===== config.mk =====
export PLATFORM = sky130hd
export DESIGN_NAME = wb_pipe_flat
export DESIGN_NICKNAME = d
export VERILOG_FILES = /design/src/rtl/wb_pipe_pkg.sv /design/src/rtl/wb_pipe_if.sv /design/src/rtl/wb_pipe_load_align.sv /design/src/rtl/wb_pipe.sv /design/src/flat_wrapper.sv
export SDC_FILE = /design/constraint.sdc
export NUM_CORES = 1
export LEC_CHECK = 0
export BUFFER_PORTS_ARGS = -buffer_cell sky130_fd_sc_hd__buf_2
export CAP_MARGIN = 20
export CORE_ASPECT_RATIO = 1.1
export CORE_UTILIZATION = 26
export CTS_CLUSTER_DIAMETER = 150
export DETAILED_ROUTE_END_ITERATION = 10
export HOLD_SLACK_MARGIN = 0.12
export PLACE_DENSITY = 0.47
export SLEW_MARGIN = 0
export SYNTH_ARGS = -nofsm -noshare
export SYNTH_HDL_FRONTEND = slang
export SYNTH_SLANG_ARGS = --single-unit

===== constraint.sdc =====
create_clock -name clk -period 2.68 [get_ports clk]
set_input_delay 0.268 -clock clk [delete_from_list [all_inputs] [get_ports clk]]
set_output_delay 0.268 -clock clk [all_outputs]
set_load 0.02 [all_outputs]

===== src/rtl/wb_pipe_pkg.sv =====
//------------------------------------------------------------------------------
// Module   : wb_pkg
// Brief    : Shared encodings for the write-back stage (opcodes, load funct3,
//            source select, FSM states).
// Revision : 1.0 - initial release
//------------------------------------------------------------------------------
`default_nettype none

package wb_pkg;

    localparam logic [6:0] OP_LUI   = 7'b0110111;
    localparam logic [6:0] OP_AUIPC = 7'b0010111;
    localparam logic [6:0] OP_JAL   = 7'b1101111;
    localparam logic [6:0] OP_JALR  = 7'b1100111;

    localparam logic [2:0] F3_LB  = 3'b000;
    localparam logic [2:0] F3_LH  = 3'b001;
    localparam logic [2:0] F3_LW  = 3'b010;
    localparam logic [2:0] F3_LD  = 3'b011;
    localparam logic [2:0] F3_LBU = 3'b100;
    localparam logic [2:0] F3_LHU = 3'b101;
    localparam logic [2:0] F3_LWU = 3'b110;

    localparam logic [1:0] MEMTOREG_ALU     = 2'b00;
    localparam logic [1:0] MEMTOREG_LOAD    = 2'b01;
    localparam logic [1:0] MEMTOREG_UJ      = 2'b10;
    localparam logic [1:0] MEMTOREG_ALU_ALT = 2'b11;

    typedef enum logic [0:0] {
        ST_IDLE     = 1'b0,
        ST_WAIT_MEM = 1'b1
    } wb_state_t;

endpackage

`default_nettype wire


===== src/rtl/wb_pipe_if.sv =====
//------------------------------------------------------------------------------
// Module   : wb_pipe_if
// Brief    : Memory-stage handshake, load return and register-file write bundle.
// Revision : 1.0 - initial release
//------------------------------------------------------------------------------
`default_nettype none

interface wb_pipe_if #(
    parameter int N = 32
);
    localparam int L = $clog2(N/8);

    logic         in_valid;
    logic         in_ready;
    logic [N-1:0] alu_out;
    logic [N-1:0] return_addr;
    logic [N-1:0] imm_out;
    logic [N-1:0] pc_signed_offset;
    logic [6:0]   opcode;
    logic [2:0]   funct3;
    logic [1:0]   memtoreg;
    logic         regwrite;
    logic [4:0]   rd;
    logic [L-1:0] addr_lsb;
    logic         mem_rvalid;
    logic [N-1:0] mem_rdata;
    logic         rf_we;
    logic [4:0]   rf_waddr;
    logic [N-1:0] rf_wdata;
    logic         load_pending;
    logic [4:0]   load_pending_rd;

    modport master (
        output in_valid, alu_out, return_addr, imm_out, pc_signed_offset,
               opcode, funct3, memtoreg, regwrite, rd, addr_lsb,
               mem_rvalid, mem_rdata,
        input  in_ready, rf_we, rf_waddr, rf_wdata, load_pending, load_pending_rd
    );

    modport slave (
        input  in_valid, alu_out, return_addr, imm_out, pc_signed_offset,
               opcode, funct3, memtoreg, regwrite, rd, addr_lsb,
               mem_rvalid, mem_rdata,
        output in_ready, rf_we, rf_waddr, rf_wdata, load_pending, load_pending_rd
    );

endinterface

`default_nettype wire


===== src/rtl/wb_pipe_load_align.sv =====
//------------------------------------------------------------------------------
// Module   : load_align
// Brief    : Extracts and sign/zero-extends the addressed lane of a load word.
// Revision : 1.0 - initial release
//------------------------------------------------------------------------------
`default_nettype none

module load_align
    import wb_pkg::*;
#(
    parameter int N = 32
) (
    input  wire logic [N-1:0]           mem_rdata,
    input  wire logic [2:0]             funct3,
    input  wire logic [$clog2(N/8)-1:0] addr_lsb,
    output logic      [N-1:0]           aligned
);
    localparam int L = $clog2(N/8);

    logic [L-1:0] w_half_lane;
    logic [L-1:0] w_word_lane;
    logic [7:0]   w_byte;
    logic [15:0]  w_half;
    logic [31:0]  w_word;

    // Halfword/word lanes drop the low address bits, so misaligned offsets round down.
    assign w_half_lane = addr_lsb & ~L'(1);
    assign w_word_lane = addr_lsb & ~L'(3);

    assign w_byte = 8'(mem_rdata >> {addr_lsb, 3'b000});
    assign w_half = 16'(mem_rdata >> {w_half_lane, 3'b000});
    assign w_word = 32'(mem_rdata >> {w_word_lane, 3'b000});

    always_comb begin
        aligned = N'($signed(w_word));
        case (funct3)
            F3_LB:   aligned = N'($signed(w_byte));
            F3_LBU:  aligned = N'(w_byte);
            F3_LH:   aligned = N'($signed(w_half));
            F3_LHU:  aligned = N'(w_half);
            F3_LWU:  aligned = N'(w_word);
            F3_LD:   aligned = mem_rdata;
            default: aligned = N'($signed(w_word));
        endcase
    end

endmodule

`default_nettype wire


===== src/rtl/wb_pipe.sv =====
//------------------------------------------------------------------------------
// Module   : wb_pipe
// Brief    : Registered write-back stage with variable-latency load wait,
//            source select, hazard info and retired-instruction counter.
// Revision : 1.0 - initial release
//------------------------------------------------------------------------------
`default_nettype none

module wb_pipe
    import wb_pkg::*;
#(
    parameter int N     = 32,
    parameter int CNT_W = 64
) (
    input  wire logic             clk,
    input  wire logic             rst,
    wb_pipe_if.slave              bus,
    output logic [CNT_W-1:0]      instret
);
    localparam int L = $clog2(N/8);

    wb_state_t    r_state;
    wb_state_t    w_state_nxt;

    logic         r_pend_regwrite;
    logic [4:0]   r_pend_rd;
    logic [2:0]   r_pend_funct3;
    logic [L-1:0] r_pend_lsb;

    logic         r_rf_we;
    logic [4:0]   r_rf_waddr;
    logic [N-1:0] r_rf_wdata;
    logic [CNT_W-1:0] r_instret;

    logic         w_is_load;
    logic         w_complete;
    logic         w_latch;
    logic         w_waiting;
    logic [2:0]   w_al_funct3;
    logic [L-1:0] w_al_lsb;
    logic [N-1:0] w_aligned;
    logic [N-1:0] w_uj;
    logic [N-1:0] w_sel;
    logic         w_regwrite;
    logic [4:0]   w_rd;

    assign w_is_load = (bus.memtoreg == MEMTOREG_LOAD);
    assign w_waiting = (r_state == ST_WAIT_MEM);

    always_ff @(posedge clk) begin
        if (rst) begin
            r_state <= ST_IDLE;
        end else begin
            r_state <= w_state_nxt;
        end
    end

    always_comb begin
        w_state_nxt         = r_state;
        w_complete          = 1'b0;
        w_latch             = 1'b0;
        bus.in_ready        = 1'b0;
        bus.load_pending    = 1'b0;
        bus.load_pending_rd = 5'd0;
        case (r_state)
            ST_IDLE: begin
                bus.in_ready = 1'b1;
                if (bus.in_valid) begin
                    if (!w_is_load || bus.mem_rvalid) begin
                        w_complete = 1'b1;
                    end else begin
                        w_latch     = 1'b1;
                        w_state_nxt = ST_WAIT_MEM;
                    end
                end
            end
            ST_WAIT_MEM: begin
                bus.load_pending    = 1'b1;
                bus.load_pending_rd = r_pend_rd;
                if (bus.mem_rvalid) begin
                    w_complete  = 1'b1;
                    w_state_nxt = ST_IDLE;
                end
            end
            default: w_state_nxt = ST_IDLE;
        endcase
    end

    // While waiting, the instruction fields come from the latch, not the live bus.
    assign w_al_funct3 = w_waiting ? r_pend_funct3   : bus.funct3;
    assign w_al_lsb    = w_waiting ? r_pend_lsb      : bus.addr_lsb;
    assign w_regwrite  = w_waiting ? r_pend_regwrite : bus.regwrite;
    assign w_rd        = w_waiting ? r_pend_rd       : bus.rd;

    load_align #(.N(N)) u_load_align (
        .mem_rdata (bus.mem_rdata),
        .funct3    (w_al_funct3),
        .addr_lsb  (w_al_lsb),
        .aligned   (w_aligned)
    );

    always_comb begin
        w_uj = bus.return_addr;
        case (bus.opcode)
            OP_LUI:           w_uj = bus.imm_out;
            OP_AUIPC:         w_uj = bus.pc_signed_offset;
            OP_JAL, OP_JALR:  w_uj = bus.return_addr;
            default:          w_uj = bus.return_addr;
        endcase
    end

    always_comb begin
        w_sel = bus.alu_out;
        if (w_waiting) begin
            w_sel = w_aligned;
        end else begin
            case (bus.memtoreg)
                MEMTOREG_LOAD: w_sel = w_aligned;
                MEMTOREG_UJ:   w_sel = w_uj;
                default:       w_sel = bus.alu_out;
            endcase
        end
    end

    always_ff @(posedge clk) begin
        if (rst) begin
            r_pend_regwrite <= 1'b0;
            r_pend_rd       <= 5'd0;
            r_pend_funct3   <= 3'd0;
            r_pend_lsb      <= '0;
            r_rf_we         <= 1'b0;
            r_rf_waddr      <= 5'd0;
            r_rf_wdata      <= '0;
            r_instret       <= '0;
        end else begin
            if (w_latch) begin
                r_pend_regwrite <= bus.regwrite;
                r_pend_rd       <= bus.rd;
                r_pend_funct3   <= bus.funct3;
                r_pend_lsb      <= bus.addr_lsb;
            end
            r_rf_we <= w_complete && w_regwrite && (w_rd != 5'd0);
            if (w_complete) begin
                r_rf_waddr <= w_rd;
                r_rf_wdata <= w_sel;
                r_instret  <= r_instret + CNT_W'(1);
            end
        end
    end

    assign bus.rf_we    = r_rf_we;
    assign bus.rf_waddr = r_rf_waddr;
    assign bus.rf_wdata = r_rf_wdata;
    assign instret      = r_instret;

endmodule

`default_nettype wire


===== src/flat_wrapper.sv =====
// flat-port wrapper written by rule: the top's interface ports become plain ports
module wb_pipe_flat import wb_pkg::*;
#(
    parameter int N     = 32,
    parameter int CNT_W = 64
)
  (clk, rst, instret, bus_in_valid, bus_alu_out, bus_return_addr, bus_imm_out, bus_pc_signed_offset, bus_opcode, bus_funct3, bus_memtoreg, bus_regwrite, bus_rd, bus_addr_lsb, bus_mem_rvalid, bus_mem_rdata, bus_in_ready, bus_rf_we, bus_rf_waddr, bus_rf_wdata, bus_load_pending, bus_load_pending_rd);
  wb_pipe_if #(.N(N)) bus_i ();
  input  wire logic clk;
  input  wire logic rst;
  output logic [CNT_W-1:0] instret;
  input wire logic [$bits(bus_i.in_valid)-1:0] bus_in_valid;
  input wire logic [$bits(bus_i.alu_out)-1:0] bus_alu_out;
  input wire logic [$bits(bus_i.return_addr)-1:0] bus_return_addr;
  input wire logic [$bits(bus_i.imm_out)-1:0] bus_imm_out;
  input wire logic [$bits(bus_i.pc_signed_offset)-1:0] bus_pc_signed_offset;
  input wire logic [$bits(bus_i.opcode)-1:0] bus_opcode;
  input wire logic [$bits(bus_i.funct3)-1:0] bus_funct3;
  input wire logic [$bits(bus_i.memtoreg)-1:0] bus_memtoreg;
  input wire logic [$bits(bus_i.regwrite)-1:0] bus_regwrite;
  input wire logic [$bits(bus_i.rd)-1:0] bus_rd;
  input wire logic [$bits(bus_i.addr_lsb)-1:0] bus_addr_lsb;
  input wire logic [$bits(bus_i.mem_rvalid)-1:0] bus_mem_rvalid;
  input wire logic [$bits(bus_i.mem_rdata)-1:0] bus_mem_rdata;
  output wire logic [$bits(bus_i.in_ready)-1:0] bus_in_ready;
  output wire logic [$bits(bus_i.rf_we)-1:0] bus_rf_we;
  output wire logic [$bits(bus_i.rf_waddr)-1:0] bus_rf_waddr;
  output wire logic [$bits(bus_i.rf_wdata)-1:0] bus_rf_wdata;
  output wire logic [$bits(bus_i.load_pending)-1:0] bus_load_pending;
  output wire logic [$bits(bus_i.load_pending_rd)-1:0] bus_load_pending_rd;
  assign bus_i.in_valid = bus_in_valid;
  assign bus_i.alu_out = bus_alu_out;
  assign bus_i.return_addr = bus_return_addr;
  assign bus_i.imm_out = bus_imm_out;
  assign bus_i.pc_signed_offset = bus_pc_signed_offset;
  assign bus_i.opcode = bus_opcode;
  assign bus_i.funct3 = bus_funct3;
  assign bus_i.memtoreg = bus_memtoreg;
  assign bus_i.regwrite = bus_regwrite;
  assign bus_i.rd = bus_rd;
  assign bus_i.addr_lsb = bus_addr_lsb;
  assign bus_i.mem_rvalid = bus_mem_rvalid;
  assign bus_i.mem_rdata = bus_mem_rdata;
  assign bus_in_ready = bus_i.in_ready;
  assign bus_rf_we = bus_i.rf_we;
  assign bus_rf_waddr = bus_i.rf_waddr;
  assign bus_rf_wdata = bus_i.rf_wdata;
  assign bus_load_pending = bus_i.load_pending;
  assign bus_load_pending_rd = bus_i.load_pending_rd;
  wb_pipe #(.N(N), .CNT_W(CNT_W)) u_core (.clk(clk), .rst(rst), .bus(bus_i), .instret(instret));
endmodule

==> results of run 1 <==
[final cells by class]
type / count / area share
Multi-Input combinational cell: 670 / 0.457
Sequential cell: 114 / 0.240
Timing Repair Buffer: 335 / 0.190
Clock buffer: 20 / 0.0469
Tap cell: 352 / 0.0462
Clock inverter: 12 / 0.0141
Inverter: 15 / 0.00591
[worst max-delay path, stage by stage, from the launching register on]
cell and delay, ps:
dfxtp_1 450, nand4_4 190, nor4_4 550, nand3_2 390
or4_1 560, a21oi_1 160
[sequential cells by signal (all words and copies together) (netlist names)]
| register | cells |
|---|---|
| u_core.bus.rf_wdata | 32 |
| u_core.r_pend_lsb | 2 |
| u_core.instret | 64 |
| u_core.bus.rf_waddr | 5 |
| u_core.bus.rf_we | 1 |
| u_core.r_pend_rd | 5 |
| u_core.r_pend_funct3 | 3 |
| u_core.r_state | 1 |
| u_core.r_pend_regwrite | 1 |
[stage by stage]
step | util | worst slack, ps | instance area [sq um] | std cells | hold slack, ps
after floorplan | - | 496 | 6940 | 868 | 341
after global placement | 0.340 | 286 | 8880 | 1479 | 447
after detailed placement | 0.340 | 260 | 8880 | 1479 | 449
after CTS | 0.364 | 313 | 9530 | 1518 | 121
after global routing | 0.364 | 74.4 | 9530 | 1518 | 135
final | 0.364 | 293 | 9530 | 1518 | 132
[metal layers]
layer,track usage,share of wire
met4,0.0688,0.026
met3,0.0540,0.070
met1,0.247,0.41
met5,0,0.0010
met2,0.361,0.49
[power groups by stage]
stage	Clock [mW]	Sequential, mW	Combinational [mW]
after floorplan	0	1.89	0.379
after global placement	0	1.84	0.808
after detailed placement	0	1.84	0.808
after CTS	2.33	1.80	0.820
after global routing	2.41	1.81	0.880
final	2.28	1.80	0.814
[layout by cell type, fill, tap and decap left out, types with 3 or more instances in the layout]
cell	n
o221ai_1	17
nor4_1	7
and3_1	10
nor2_1	70
xor2_1	16
clkbuf_16	17
dlygate4sd3_1	7
o211ai_1	12
a211oi_1	40
nand3_1	29
and2_1	7
a221oi_1	7
xnor2_1	9
nor3_1	9
mux2i_1	47
a21oi_1	98
or3_1	10
buf_4	35
a31oi_1	8
o21ai_0	42
mux2_2	3
ha_1	3
nand4_1	24
clkinvlp_4	5
o31ai_1	25
or2_2	3
inv_1	13
dfxtp_1	114
a221o_1	17
or4_1	29
buf_2	292
a211o_1	24
nand2_1	68
a22o_1	7
[worst max-delay path by stage]
stage	start	endpoint
4_1_cts	u_core.instret[4]	u_core.instret[57]
5_1_grt	u_core.r_state	u_core.instret[57]
3_5_place_dp	bus_memtoreg[1]	u_core.instret[57]
6_report	u_core.instret[4]	u_core.instret[50]
3_3_place_gp	bus_memtoreg[1]	u_core.bus.rf_wdata[7]
2_1_floorplan	u_core.instret[5]	u_core.instret[59]
[cells by family (layout without fill, tap and decap cells)]
logic type | after synthesis | in the layout | synth area share
buffers and inverters | 84 | 382 | 0.0467
and+or+nand+nor | 288 | 288 | 0.222
AOI/OAI and AO/OA | 304 | 304 | 0.293
xor gates and xnor gates | 25 | 25 | 0.0315
adders and majority gates | 3 | 3 | 0.00541
muxes | 50 | 50 | 0.0726
DFF | 114 | 114 | 0.329
==> flow_summary_export.csv, run 1 <==
group,metric,value,unit
layout,nFillCells,2846,
critical_path,r2r-end,"u_core.instret[50]",
power_and_ir_drop,static-leakage-power,4.02,nW
floorplanning,die_h,173,um
critical_path,critPathCaptureType,"register",
route,drt-pass1-iter-count,4,
synthesis,synth_flop_cell,"dfxtp_1",
synthesis,synth_cells,868,
synthesis,synth_top_cells_by_count,"dfxtp_1 (114), a21oi_1 (98), nor2_1 (72), nand2_1 (68), clkbuf_1 (56)",
global_route,overflow,0,
power_and_ir_drop,swShare,0.289,
clocking,cts_root_buffer,"clkbuf_16",
critical_path,r2r-start,"u_core.instret[4]",
route,vias_per_cell,5.27,
synthesis,seq_area_frac_synth,0.329,
clocking,cts_hold_buf,7,
route,vias,8004,
sta,min_period,2390,ps
sta,fin_crit_sh,0.891,
placement,io_buffers,292,
synthesis,synthTopCellsByArea,"dfxtp_1 (33%), a21oi_1 (7.1%), mux2i_1 (6.8%)",
floorplanning,core_area,26100,sq um
layout,nNetsFinal,1340,
global_route,grt_max_degree,50,
sta,setup_viol,0,
global_route,grt_usage,0.209,
critical_path,reg2reg_depth,5,
sta,rsz0062_at_grt,"no",
clocking,cts.reportedPaths.clkPinSlew,60,ps
clocking,cts.sinks,114,
power_and_ir_drop,power.share.clock,0.466,
route,drc,0,
floorplanning,pin_count,293,
global_route,grt_pass1_wl,43700,um
power_and_ir_drop,p_per_area,514,nW/um^2
synthesis,synthDistinctLibCells,56,
power_and_ir_drop,p_seq_frac,0.368,
clocking,cts_buffers,17,
layout,diodes,0,
layout,area_delta_synth_final,37.2,%
sta,timing.setup.tns,0,ps
floorplanning,die_w,158,um
synthesis,ys_warn_count,0,
floorplanning,initial_core_util,0.266,
hold_path,hp-class,"in -> reg",
clocking,cts_tree,"yes",
synthesis,synth_top_area_cell,"dfxtp_1",
sta,fmax,0.419,GHz
clocking,cts-htree-levels,4,
power_and_ir_drop,combPwrFrac,0.166,
hold_path,min_from,"bus_alu_out[11]",
clocking,cts_buffer_depth,2,
layout,drive_gt1_frac,0.324,
sta,fin_skew,12.8,ps
synthesis,synth_area,6940,sq um
sta,tightest_slew,836,ps
route,wl_per_cell,19.1,um
layout,seq_area,2280,sq um
critical_path,rrSetupSlack,290,ps
sta,slew_headroom,0.441,
layout,multiInputGateArea,4350,sq um
hold_path,min_to,"u_core.bus.rf_wdata[11]",
power_and_ir_drop,ir_drop,0.373,mV
floorplanning,die_area,27400,sq um
critical_path,cp_data_arrival_time,2730,ps
power_and_ir_drop,internal_power,3.48,mW
synthesis,synth_nets,1055,
placement,gp_congestion,0.830,
hold_path,hold_depth,3,
power_and_ir_drop,switchingPower,1.42,mW
critical_path,crit_required,3020,ps
route,postRouteAntennaNets,0,
clocking,cts_setup_buffers,0,
run,max-cap-violations,0,
clocking,cts_resized,0,
power_and_ir_drop,power.total,4.90,mW
floorplanning,rows,62,
route,drt_iter0_markers,447,
critical_path,start_kind,"register",
synthesis,synth_edf_count,0,
sta,finalHoldViolations,0,
synthesis,synth_area_per_cell,8.00,sq um
route,drt_wl_total,28900,um
global_route,grt_pass1_vias,7597,
sta,finalMaxSlewViolations,0,
synthesis,async_flop_share,0,
synthesis,synth_seq_cells,114,
synthesis,yosysTopAreaCellShare,0.329,
placement,dpl.hpwl,22600,um
critical_path,worstPathMaxFanout,15,
global_route,antenna_found_initial,4,
critical_path,worst-setup-path-type,"reg -> reg",
synthesis,yosysMostFrequentCell,"dfxtp_1",
clocking,clk_latency,410,ps
status,outcome,"complete, no violations",
Power figures use the tool's default switching activity.
==> run 2, diff against run 1 <==
Settings changed: CTS_BUF_LIST set to sky130_fd_sc_hd__clkbuf_8, RECOVER_POWER set to 25, SYNTH_HIERARCHICAL set to 1.
==> flow_summary_export.csv, run 2 <==
group,metric,value,unit
clocking,clk_latency,440,ps
placement,gp_congestion,0.872,
hold_path,hp-class,"in -> reg",
synthesis,synth_area_per_cell,7.78,sq um
status,outcome,"complete, no violations",
global_route,antenna_found_initial,2,
route,drc,0,
global_route,grt_usage,0.194,
clocking,cts_buffer_depth,2,
global_route,grt_pass1_vias,7750,
route,vias,8137,
synthesis,ys_warn_count,6,
layout,final_cell_mix,"buf_2 (236), nand2_1 (140), dfxtp_1 (113), a21oi_1 (102), clkbuf_1 (55)",
layout,drive_gt1_frac,0.272,
critical_path,critPathCaptureType,"register",
critical_path,start_kind,"register",
synthesis,synth_flop_cell,"dfxtp_1",
floorplanning,die_w,159,um
placement,dpl.hpwl,20600,um
sta,rsz0062_at_grt,"no",
sta,fin_crit_sh,0.914,
layout,multiInputGateArea,4380,sq um
run,max-cap-violations,0,
route,drt_wl_total,27200,um
route,postRouteAntennaNets,0,
clocking,cts.reportedPaths.clkPinSlew,70,ps
sta,min_period,2450,ps
synthesis,yosysMostFrequentCell,"nand2_1",
synthesis,synth_top_cells_by_count,"nand2_1 (140), dfxtp_1 (114), a21oi_1 (103), clkbuf_1 (66), o211ai_1 (52)",
synthesis,synth_edf_count,0,
clocking,cts-htree-levels,4,
route,drt_iter0_markers,504,
sta,tightest_slew,703,ps
global_route,grt_pass1_wl,42700,um
floorplanning,core_area,26400,sq um
synthesis,seq_area_frac_synth,0.324,
synthesis,synth_seq_cells,114,
synthesis,synthTopCellsByArea,"dfxtp_1 (32%), nand2_1 (7.5%), a21oi_1 (7.3%)",
floorplanning,die_area,27800,sq um
synthesis,synth_cells,906,
critical_path,cp_data_arrival_time,2810,ps
layout,largest_reg_flops,64,
critical_path,crit_required,3040,ps
sta,finalHoldViolations,0,
clocking,cts_tree,"yes",
sta,timing.setup.tns,0,ps
critical_path,worst-setup-path-type,"reg -> reg",
power_and_ir_drop,static-leakage-power,3.68,nW
route,drt-pass1-iter-count,5,
critical_path,worstPathMaxFanout,13,
global_route,overflow,0,
clocking,cts_root_buffer,"clkbuf_8",
layout,final_common_cell,"buf_2",
layout,nFillCells,2878,
synthesis,synthDistinctLibCells,47,
synthesis,yosysTopAreaCellShare,0.324,
clocking,cts_buffers,17,
route,vias_per_cell,5.25,
sta,fin_skew,15.2,ps
clocking,cts.sinks,114,
layout,area_delta_synth_final,34.3,%
synthesis,synth_top_area_cell,"dfxtp_1",
synthesis,synth_area,7050,sq um
route,wl_per_cell,17.5,um
placement,io_buffers,292,
layout,final_cell_area,9470,sq um
sta,slew_headroom,0.532,
floorplanning,initial_core_util,0.267,
layout,nNetsFinal,1372,
floorplanning,rows,62,
synthesis,synth_nets,1093,
layout,seq_area,2280,sq um
placement,post_dp_cell_area,8970,sq um
sta,setup_viol,0,
sta,fmax,0.408,GHz
power_and_ir_drop,ir_drop,0.193,mV
global_route,grt_max_degree,61,
floorplanning,pin_count,293,
synthesis,async_flop_share,0,
power_and_ir_drop,p_per_area,478,nW/um^2
sta,finalMaxSlewViolations,0,
floorplanning,die_h,175,um
-- run 2: cells by family (layout without fill, tap and decap cells) --
logic type                 Yosys count  after routing  synth area share
xor gates and xnor gates            16             16            0.0199
muxes                               50             50            0.0738
and+or+nand+nor                    323            323             0.229
adders and majority gates            3              3           0.00532
DFF                                114            114             0.324
AOI/OAI and AO/OA                  300            300             0.291
buffers and inverters              100            392            0.0570
other                                0              1                 0
-- run 2: critical path: stages, from the launching register on --
cell and delay (ps):
dfxtp_2 370, buf_4 190, or2_1 260, a211oi_4 430, nand3_1 410, or4_1 570, a21oi_1 140
-- run 2: layer usage --
| metal | global-route usage | vias to the layer above | wire length, um |
|---|---|---|---|
| met4 | 0.0601 | 0 | 487 |
| met1 | 0.233 | 3808 | 11700 |
| met2 | 0.333 | 292 | 13200 |
| met5 | 0 | - | 0 |
| li1 | - | 4004 | - |
| met3 | 0.0532 | 33 | 1750 |
-- run 2: worst paths after layout --
| check | from | end | slack [ps] | cells after the start |
|---|---|---|---|---|
| hold reg to reg | u_core/r_pend_lsb[1] | u_core/r_pend_lsb[1] | 460 | 2 |
| setup / recovery | u_core/r_state | u_core/instret[62] | 230 | 6 |
| setup reg to reg | u_core/r_state | u_core/instret[62] | 230 | 6 |
| hold / removal | bus_in_valid | u_core/r_state | 160 | 3 |
-- run 2: layout make-up --
class | count | share of cell area
diodes | 1 | 0.000264
clock buffers | 18 | 0.0262
clock inverters | 14 | 0.0211
inverters | 18 | 0.00713
multi-input cells | 692 | 0.462
flip-flops and latches | 114 | 0.241
well taps | 352 | 0.0465
repair buffers | 342 | 0.195
-- run 2: where the power goes --
part	switching [mW]	internal (mW)	total, mW
registers	0.0333	1.75	1.79
logic	0.512	0.343	0.856
clock network	0.835	1.05	1.89
-- run 2: repair_timing --
item                       4_1_cts  5_1_grt
hold buffers                    12        0
setup endpoints to repair        0        2
resized for setup                0        1
setup buffers                    0        0
hold endpoints to repair        12        0
-- run 2: stage by stage --
step                utilization  hold WS [ps]  setup WS [ps]  power, mW  instances
finish                    0.359           162            230       4.53       1551
global route              0.359           148           32.5       4.76       1551
CTS                       0.362           123            143       4.62       1550
detailed placement        0.340           450            136       2.68       1506
global placement          0.340           439            178       2.68       1506
floorplan                     -           341           64.5       2.31        906
